<file path="config.mk">
export PLATFORM = sky130hd
export DESIGN_NAME = imem_loader_flat
export DESIGN_NICKNAME = d
export VERILOG_FILES = /design/src/rtl/imem_loader_if.sv /design/src/rtl/imem_loader.sv /design/src/flat_wrapper.sv
export SDC_FILE = /design/constraint.sdc
export NUM_CORES = 1
export LEC_CHECK = 0
export ABC_AREA = 1
export BUFFER_PORTS_ARGS = -buffer_cell sky130_fd_sc_hd__buf_2
export CAP_MARGIN = 20
export CORE_ASPECT_RATIO = 0.8
export CORE_MARGIN = 3
export CORE_UTILIZATION = 50
export CTS_CLUSTER_DIAMETER = 50
export CTS_CLUSTER_SIZE = 12
export DETAILED_ROUTE_END_ITERATION = 12
export PLACE_DENSITY = 0.76
export SETUP_SLACK_MARGIN = 0.4
export SLEW_MARGIN = 20
export SYNTH_ARGS = -nofsm -noshare
export SYNTH_HDL_FRONTEND = slang
export SYNTH_SLANG_ARGS = --single-unit
</file>
<file path="constraint.sdc">
create_clock -name clk -period 1.8 [get_ports clk]
set_input_delay 0.36 -clock clk [delete_from_list [all_inputs] [get_ports clk]]
set_output_delay 0.36 -clock clk [all_outputs]
set_load 0.02 [all_outputs]
</file>
<file path="src/rtl/imem_loader_if.sv">
// Byte-stream input and instruction-memory write port of the image loader.
// master drives the stream, slave is the loader.
interface imem_loader_if;
  logic        start;
  logic        in_valid;
  logic [7:0]  in_byte;
  logic        in_ready;
  logic        mem_we;
  logic [31:0] mem_addr;
  logic [31:0] mem_wdata;
  logic        busy;
  logic        done;
  logic        err;

  modport master (
    output start, in_valid, in_byte,
    input  in_ready, mem_we, mem_addr,
    input  mem_wdata, busy, done, err
  );

  modport slave (
    input  start, in_valid, in_byte,
    output in_ready, mem_we, mem_addr,
    output mem_wdata, busy, done, err
  );
endinterface

</file>
<file path="src/rtl/imem_loader.sv">
// Byte-serial program loader: LEN_LO, LEN_HI, then 4*N little-endian
// bytes written as words to consecutive instruction-memory addresses.
module imem_loader #(
  parameter int DEPTH = 64
) (
  input logic          clk,
  input logic          rst_n,
  imem_loader_if.slave bus
);
  localparam int AW = $clog2(DEPTH);

  localparam logic [2:0] IDLE  = 3'd0;
  localparam logic [2:0] LEN0  = 3'd1;
  localparam logic [2:0] LEN1  = 3'd2;
  localparam logic [2:0] DATA  = 3'd3;
  localparam logic [2:0] WRITE = 3'd4;
  localparam logic [2:0] DONE  = 3'd5;
  localparam logic [2:0] ERR   = 3'd6;

  logic [2:0]    state_q, state_d;
  logic [15:0]   len_q, len_d;
  logic [AW-1:0] widx_q, widx_d;
  logic [1:0]    bidx_q, bidx_d;
  logic [31:0]   wbuf_q, wbuf_d;
  logic [31:0]   addr_q, addr_d;
  logic [31:0]   wdata_q, wdata_d;
  logic          rdy_q, rdy_d;
  logic          we_q, we_d;
  logic          busy_q, busy_d;
  logic          done_q, done_d;
  logic          err_q, err_d;

  logic          xfer;
  logic          last;
  logic [15:0]   len_full;

  assign xfer     = bus.in_valid & rdy_q;
  assign len_full = {bus.in_byte, len_q[7:0]};
  assign last     = ({{(16-AW){1'b0}}, widx_q} + 16'd1) == len_q;

  always_comb begin
    state_d = state_q;
    len_d   = len_q;
    widx_d  = widx_q;
    bidx_d  = bidx_q;
    wbuf_d  = wbuf_q;
    addr_d  = addr_q;
    wdata_d = wdata_q;
    unique case (state_q)
      IDLE, DONE, ERR: begin
        if (bus.start) begin
          state_d = LEN0;
          widx_d  = '0;
          bidx_d  = '0;
        end
      end
      LEN0: begin
        if (xfer) begin
          len_d[7:0] = bus.in_byte;
          state_d    = LEN1;
        end
      end
      LEN1: begin
        if (xfer) begin
          len_d[15:8] = bus.in_byte;
          if (len_full == 16'd0)
            state_d = DONE;
          else if (len_full > 16'(DEPTH))
            state_d = ERR;
          else
            state_d = DATA;
        end
      end
      DATA: begin
        if (xfer) begin
          wbuf_d[8*bidx_q +: 8] = bus.in_byte;
          bidx_d = bidx_q + 2'd1;
          if (bidx_q == 2'd3) begin
            state_d = WRITE;
            addr_d  = 32'({widx_q, 2'b00});
            wdata_d = {bus.in_byte, wbuf_q[23:0]};
          end
        end
      end
      WRITE: begin
        // Index is left at the last word so it never passes DEPTH-1
        if (last) begin
          state_d = DONE;
        end else begin
          widx_d  = widx_q + 1'b1;
          state_d = DATA;
        end
      end
      default: state_d = IDLE;
    endcase
  end

  assign rdy_d  = (state_d == LEN0) || (state_d == LEN1) ||
                  (state_d == DATA);
  assign we_d   = (state_d == WRITE);
  assign busy_d = rdy_d | we_d;
  assign done_d = (state_d == DONE);
  assign err_d  = (state_d == ERR);

  always_ff @(posedge clk or negedge rst_n) begin
    if (!rst_n) begin
      state_q <= IDLE;
      len_q   <= '0;
      widx_q  <= '0;
      bidx_q  <= '0;
      wbuf_q  <= '0;
      addr_q  <= '0;
      wdata_q <= '0;
      rdy_q   <= 1'b0;
      we_q    <= 1'b0;
      busy_q  <= 1'b0;
      done_q  <= 1'b0;
      err_q   <= 1'b0;
    end else begin
      state_q <= state_d;
      len_q   <= len_d;
      widx_q  <= widx_d;
      bidx_q  <= bidx_d;
      wbuf_q  <= wbuf_d;
      addr_q  <= addr_d;
      wdata_q <= wdata_d;
      rdy_q   <= rdy_d;
      we_q    <= we_d;
      busy_q  <= busy_d;
      done_q  <= done_d;
      err_q   <= err_d;
    end
  end

  assign bus.in_ready  = rdy_q;
  assign bus.mem_we    = we_q;
  assign bus.mem_addr  = addr_q;
  assign bus.mem_wdata = wdata_q;
  assign bus.busy      = busy_q;
  assign bus.done      = done_q;
  assign bus.err       = err_q;
endmodule

</file>
<file path="src/flat_wrapper.sv">
// flat-port wrapper written by rule: the top's interface ports become plain ports
module imem_loader_flat 
#(
  parameter int DEPTH = 64
)
  (clk, rst_n, bus_start, bus_in_valid, bus_in_byte, bus_in_ready, bus_mem_we, bus_mem_addr, bus_mem_wdata, bus_busy, bus_done, bus_err);
  imem_loader_if bus_i ();
  input logic clk;
  input logic rst_n;
  input wire logic [$bits(bus_i.start)-1:0] bus_start;
  input wire logic [$bits(bus_i.in_valid)-1:0] bus_in_valid;
  input wire logic [$bits(bus_i.in_byte)-1:0] bus_in_byte;
  output wire logic [$bits(bus_i.in_ready)-1:0] bus_in_ready;
  output wire logic [$bits(bus_i.mem_we)-1:0] bus_mem_we;
  output wire logic [$bits(bus_i.mem_addr)-1:0] bus_mem_addr;
  output wire logic [$bits(bus_i.mem_wdata)-1:0] bus_mem_wdata;
  output wire logic [$bits(bus_i.busy)-1:0] bus_busy;
  output wire logic [$bits(bus_i.done)-1:0] bus_done;
  output wire logic [$bits(bus_i.err)-1:0] bus_err;
  assign bus_i.start = bus_start;
  assign bus_i.in_valid = bus_in_valid;
  assign bus_i.in_byte = bus_in_byte;
  assign bus_in_ready = bus_i.in_ready;
  assign bus_mem_we = bus_i.mem_we;
  assign bus_mem_addr = bus_i.mem_addr;
  assign bus_mem_wdata = bus_i.mem_wdata;
  assign bus_busy = bus_i.busy;
  assign bus_done = bus_i.done;
  assign bus_err = bus_i.err;
  imem_loader #(.DEPTH(DEPTH)) u_core (.clk(clk), .rst_n(rst_n), .bus(bus_i));
endmodule
</file>
==> summary.md <==
| Metric | Value |
|---|---|
| Worst Slack Setup Final | `-0.219 ns` |
| Total CTS buffers | `9` |
| CP most frequent cell | `nand2_1` |
| Post-DP HPWL | `6830 um` |
| Final wirelength | `15900 um` |
| Setup Viol. Count Final | `11` |
| Sequential-to-total area share from yosys stat | `0.538` |
| WS Path Type | `reg2reg` |
| Slowest stage cell, crit path | `dfrtp_1` |
| Max Cap Viol | `0` |
| Fin nets | `638` |
| Hold depth | `3` |
| Post-DRT Antenna Nets | `0` |
| Footprint of the multi-input gates | `2290 um2` |
| Die area | `9920 um2` |
| Min cycle time layout | `2.02 ns` |
| CP required | `2.11 ns` |
| Yosys reg bits | `94` |
| Vias in the first global route | `4109` |
| Residual DRC count | `0` |
| Post-Route Setup TNS | `-1.54 ns` |
| Post-Synth Simple-Gate Area | `0.215` |
| Power per standard cell area | `1290 nW/um2` |
| Placed Area | `4800 um2` |
| Area of the core | `8200 um2` |
| RR Startpoint | `u_core.widx_q[1]` |
| CP endpoint kind | `flip-flop` |
| Filler instances | `480` |
| Period utilization | `1.12` |
| TritonRoute pass-1 iters | `5` |
| H-tree depth | `3` |
| Dpl ws | `0.0214 ns` |
| Reg clk slew, reported paths | `0.09 ns` |
| Via/cell ratio | `5.95` |
| WP data arrival | `2.33 ns` |
| GR Util All Layers | `0.301` |
| Clk_lat worst skew | `0.38 ns` |
| Leak | `3.18 nW` |
| Clock Skews | `0.00600 ns` |
| Inserted Diodes | `0` |
| Port Buffers | `54` |
| Hold Path End | `u_core.wbuf_q[2]` |
| WL per Instance | `21.7 um` |
| CP Launch Type | `flip-flop` |
| VDD IR max | `719 uV` |
| Failing checks | `setup timing` |
| Status | `finished with violations` |
| Critical Path Source | `u_core.widx_q[1]` |
| Area growth from synthesis to layout | `47.1%` |
| Root buf cell | `clkbuf_8` |
| Die Ht | `89.7 um` |
| CTS tree | `done` |
| DRT iter0 DRCs | `377` |
| Final Util | `0.785` |
| CTS Sinks | `94` |
| Cells after Synth | `511` |
| Achievable Freq | `0.495 GHz` |
| Critical R2R Capture | `u_core.widx_q[0]` |
| First-pass GRT wire length | `22500 um` |
| Hold Crit Start | `bus_in_byte[2]` |
| Initial Util | `0.534` |
| Largest net degree at the start of global routing | `49` |
| Hold Vio Cnt, Final | `0` |
| Final hold slack | `0.300 ns` |
| Synth Area in XOR/XNOR | `0.00400` |
| Rows | `29` |
| Post-Syn Area | `4380 um2` |
| FF+latch area | `2360 um2` |
| Reg2Reg Depth | `13` |
| Clock Tree Buf Depth | `2` |
| Synth Area in Compound Gates | `0.106` |
| Antenna violations before repair | `0` |
| CP max stage delay | `0.44 ns` |
| Gpl congestion | `0.936` |
| Synth cell types | `28` |
| Syn. warnings | `0` |
| Global route overflow | `0` |
| Post-Synth Adder-Cell Area | `0.0172` |
| Layout cells sized above 1 | `0.466` |
| Design area | `6440 um2` |
| Die width | `111 um` |
| Main combinational cell family by area after synthesis | `simple AND/OR/NAND/NOR gates` |
| Reg2reg setup slack | `-0.22 ns` |
| Unrepaired setup endpoints after global routing | `yes` |
| Worst Hold Class | `in2reg` |
| Crit-path leading delay family | `simple AND/OR/NAND/NOR gates` |
| Vias | `4359` |
| I/O pin count | `81` |
| Multiplexer area fraction after synthesis | `0` |
| Max-slew violations | `0` |
| Crit-path cells | `ha_4 -> inv_2 -> nand2_1 -> nand2_1 -> nor2_2 -> nand3_1 -> nor2_2 -> nand2_2 -> o21bai_4 -> nand2_4 -> nand2_4 -> nand2_1 -> nand2_1` |
| Buffer and inverter count on the worst path | `1` |
| Mean Syn Cell Area | `8.56 um2` |
| Crit Path Max Fanout | `7` |
## stage by stage
stage,std cells,total power [mW]
CTS,727,7.27
floorplan,536,4.73
global route,733,8.69
finish,733,8.30
global placement,671,5.27
detailed placement,671,5.38
## cell type report
cell class / instances / share of cell area
sequential: 94 / 0.366
clock buffer: 10 / 0.0214
clock inverter: 6 / 0.0107
timing repair buffer: 114 / 0.183
inverter: 67 / 0.0414
multi-input combinational: 334 / 0.356
tap: 108 / 0.0210
## cell usage after synthesis
cell / instances / area [um2]
inv_1: 66 / 248
dfrtp_1: 94 / 2350
buf_2: 9 / 45.0
nor2_2: 5 / 31.3
a21oi_1: 4 / 20.0
or2_2: 1 / 6.26
xor2_1: 1 / 8.76
nand4_1: 17 / 106
ha_1: 6 / 75.1
o21bai_4: 1 / 18.8
nand3_1: 33 / 165
nor3b_1: 1 / 7.51
nor2_1: 27 / 101
nor3_2: 2 / 20.0
inv_2: 1 / 3.75
nand2_1: 114 / 428
buf_4: 27 / 203
o21ai_1: 13 / 65.1
o21ai_0: 70 / 350
nor3_1: 1 / 5.00
conb_1: 1 / 3.75
nor2_4: 1 / 11.3
and2_0: 1 / 6.26
clkbuf_1: 6 / 22.5
a21oi_2: 1 / 8.76
nand2_4: 2 / 22.5
xnor2_1: 1 / 8.76
nand2_2: 5 / 31.3
## layout by cell type (no fill, tap or decap), types with 2 or more instances in the layout
| master | instances |
|---|---|
| clkbuf_8 | 10 |
| nor2_2 | 7 |
| nand3_2 | 13 |
| conb_1 | 26 |
| ha_4 | 3 |
| nand3_1 | 20 |
| buf_2 | 53 |
| o21ai_1 | 32 |
| nand4_1 | 17 |
| nand2_2 | 26 |
| nand2_4 | 38 |
| ha_1 | 2 |
| nor2_4 | 11 |
| inv_4 | 3 |
| dfrtp_1 | 89 |
| buf_6 | 13 |
| a21oi_1 | 4 |
| buf_4 | 23 |
| clkinv_4 | 2 |
| nor3_2 | 2 |
| o21ai_2 | 39 |
| inv_2 | 7 |
| dfrtp_2 | 5 |
| buf_16 | 14 |
| nor2_1 | 16 |
| o21ai_0 | 11 |
| inv_1 | 56 |
| buf_12 | 8 |
| nand2_1 | 57 |
## flip-flops by register name, summed over array words and instances (netlist names)
name / count
u_core.wbuf_q: 24
u_core.bus.err: 1
u_core.bus.mem_we: 1
u_core.len_q: 16
u_core.bidx_q: 2
u_core.bus.done: 1
u_core.bus.mem_addr: 6
u_core.bus.busy: 1
u_core.bus.mem_wdata: 32
u_core.widx_q: 6
u_core.bus.in_ready: 1
u_core.state_q: 3
## per-layer routing
metal | vias to the layer above | GRT usage | share of wire
met2 | 327 | 0.517 | 0.47
met1 | 2087 | 0.368 | 0.35
li1 | 1819 | - | -
met4 | 0 | 0.150 | 0.075
met3 | 126 | 0.0690 | 0.11
met5 | - | 0 | 0
## power by group
part / switching, mW / total, mW / internal (mW)
clock: 0.788 / 1.48 / 0.687
sequential: 0.444 / 3.16 / 2.71
combinational: 2.34 / 3.67 / 1.33
## cells by family after synthesis
family,count (synthesis)
DFF,94
adders and majority gates,6
buffers and inverters,109
AOI/OAI and AO/OA,89
xor gates and xnor gates,2
and+or+nand+nor,210
other,1
## tightest hold or removal path, stage by stage
cell and delay [ns]:
buf_2 0.15, nand3_2 0.07, o21ai_1 0.06
## timing repair
action	CTS	global route
cloned	16	1
setup endpoints to repair	82	92
endpoints found under the hold margin	35	0
hold buffers	1	0
pin swaps	13	26
gates resized for setup	126	149
buffers inserted	23	5
## how the worst max path moves through the flow
| stage | end | depth (start not counted) |
|---|---|---|
| 2_1_floorplan | u_core.widx_q[0] | 13 |
| 3_3_place_gp | u_core.bus.err | 10 |
| 3_5_place_dp | u_core.widx_q[1] | 13 |
| 4_1_cts | u_core.widx_q[1] | 13 |
| 5_1_grt | u_core.widx_q[0] | 13 |
| 6_report | u_core.widx_q[0] | 13 |
Power figures use the tool's default switching activity.
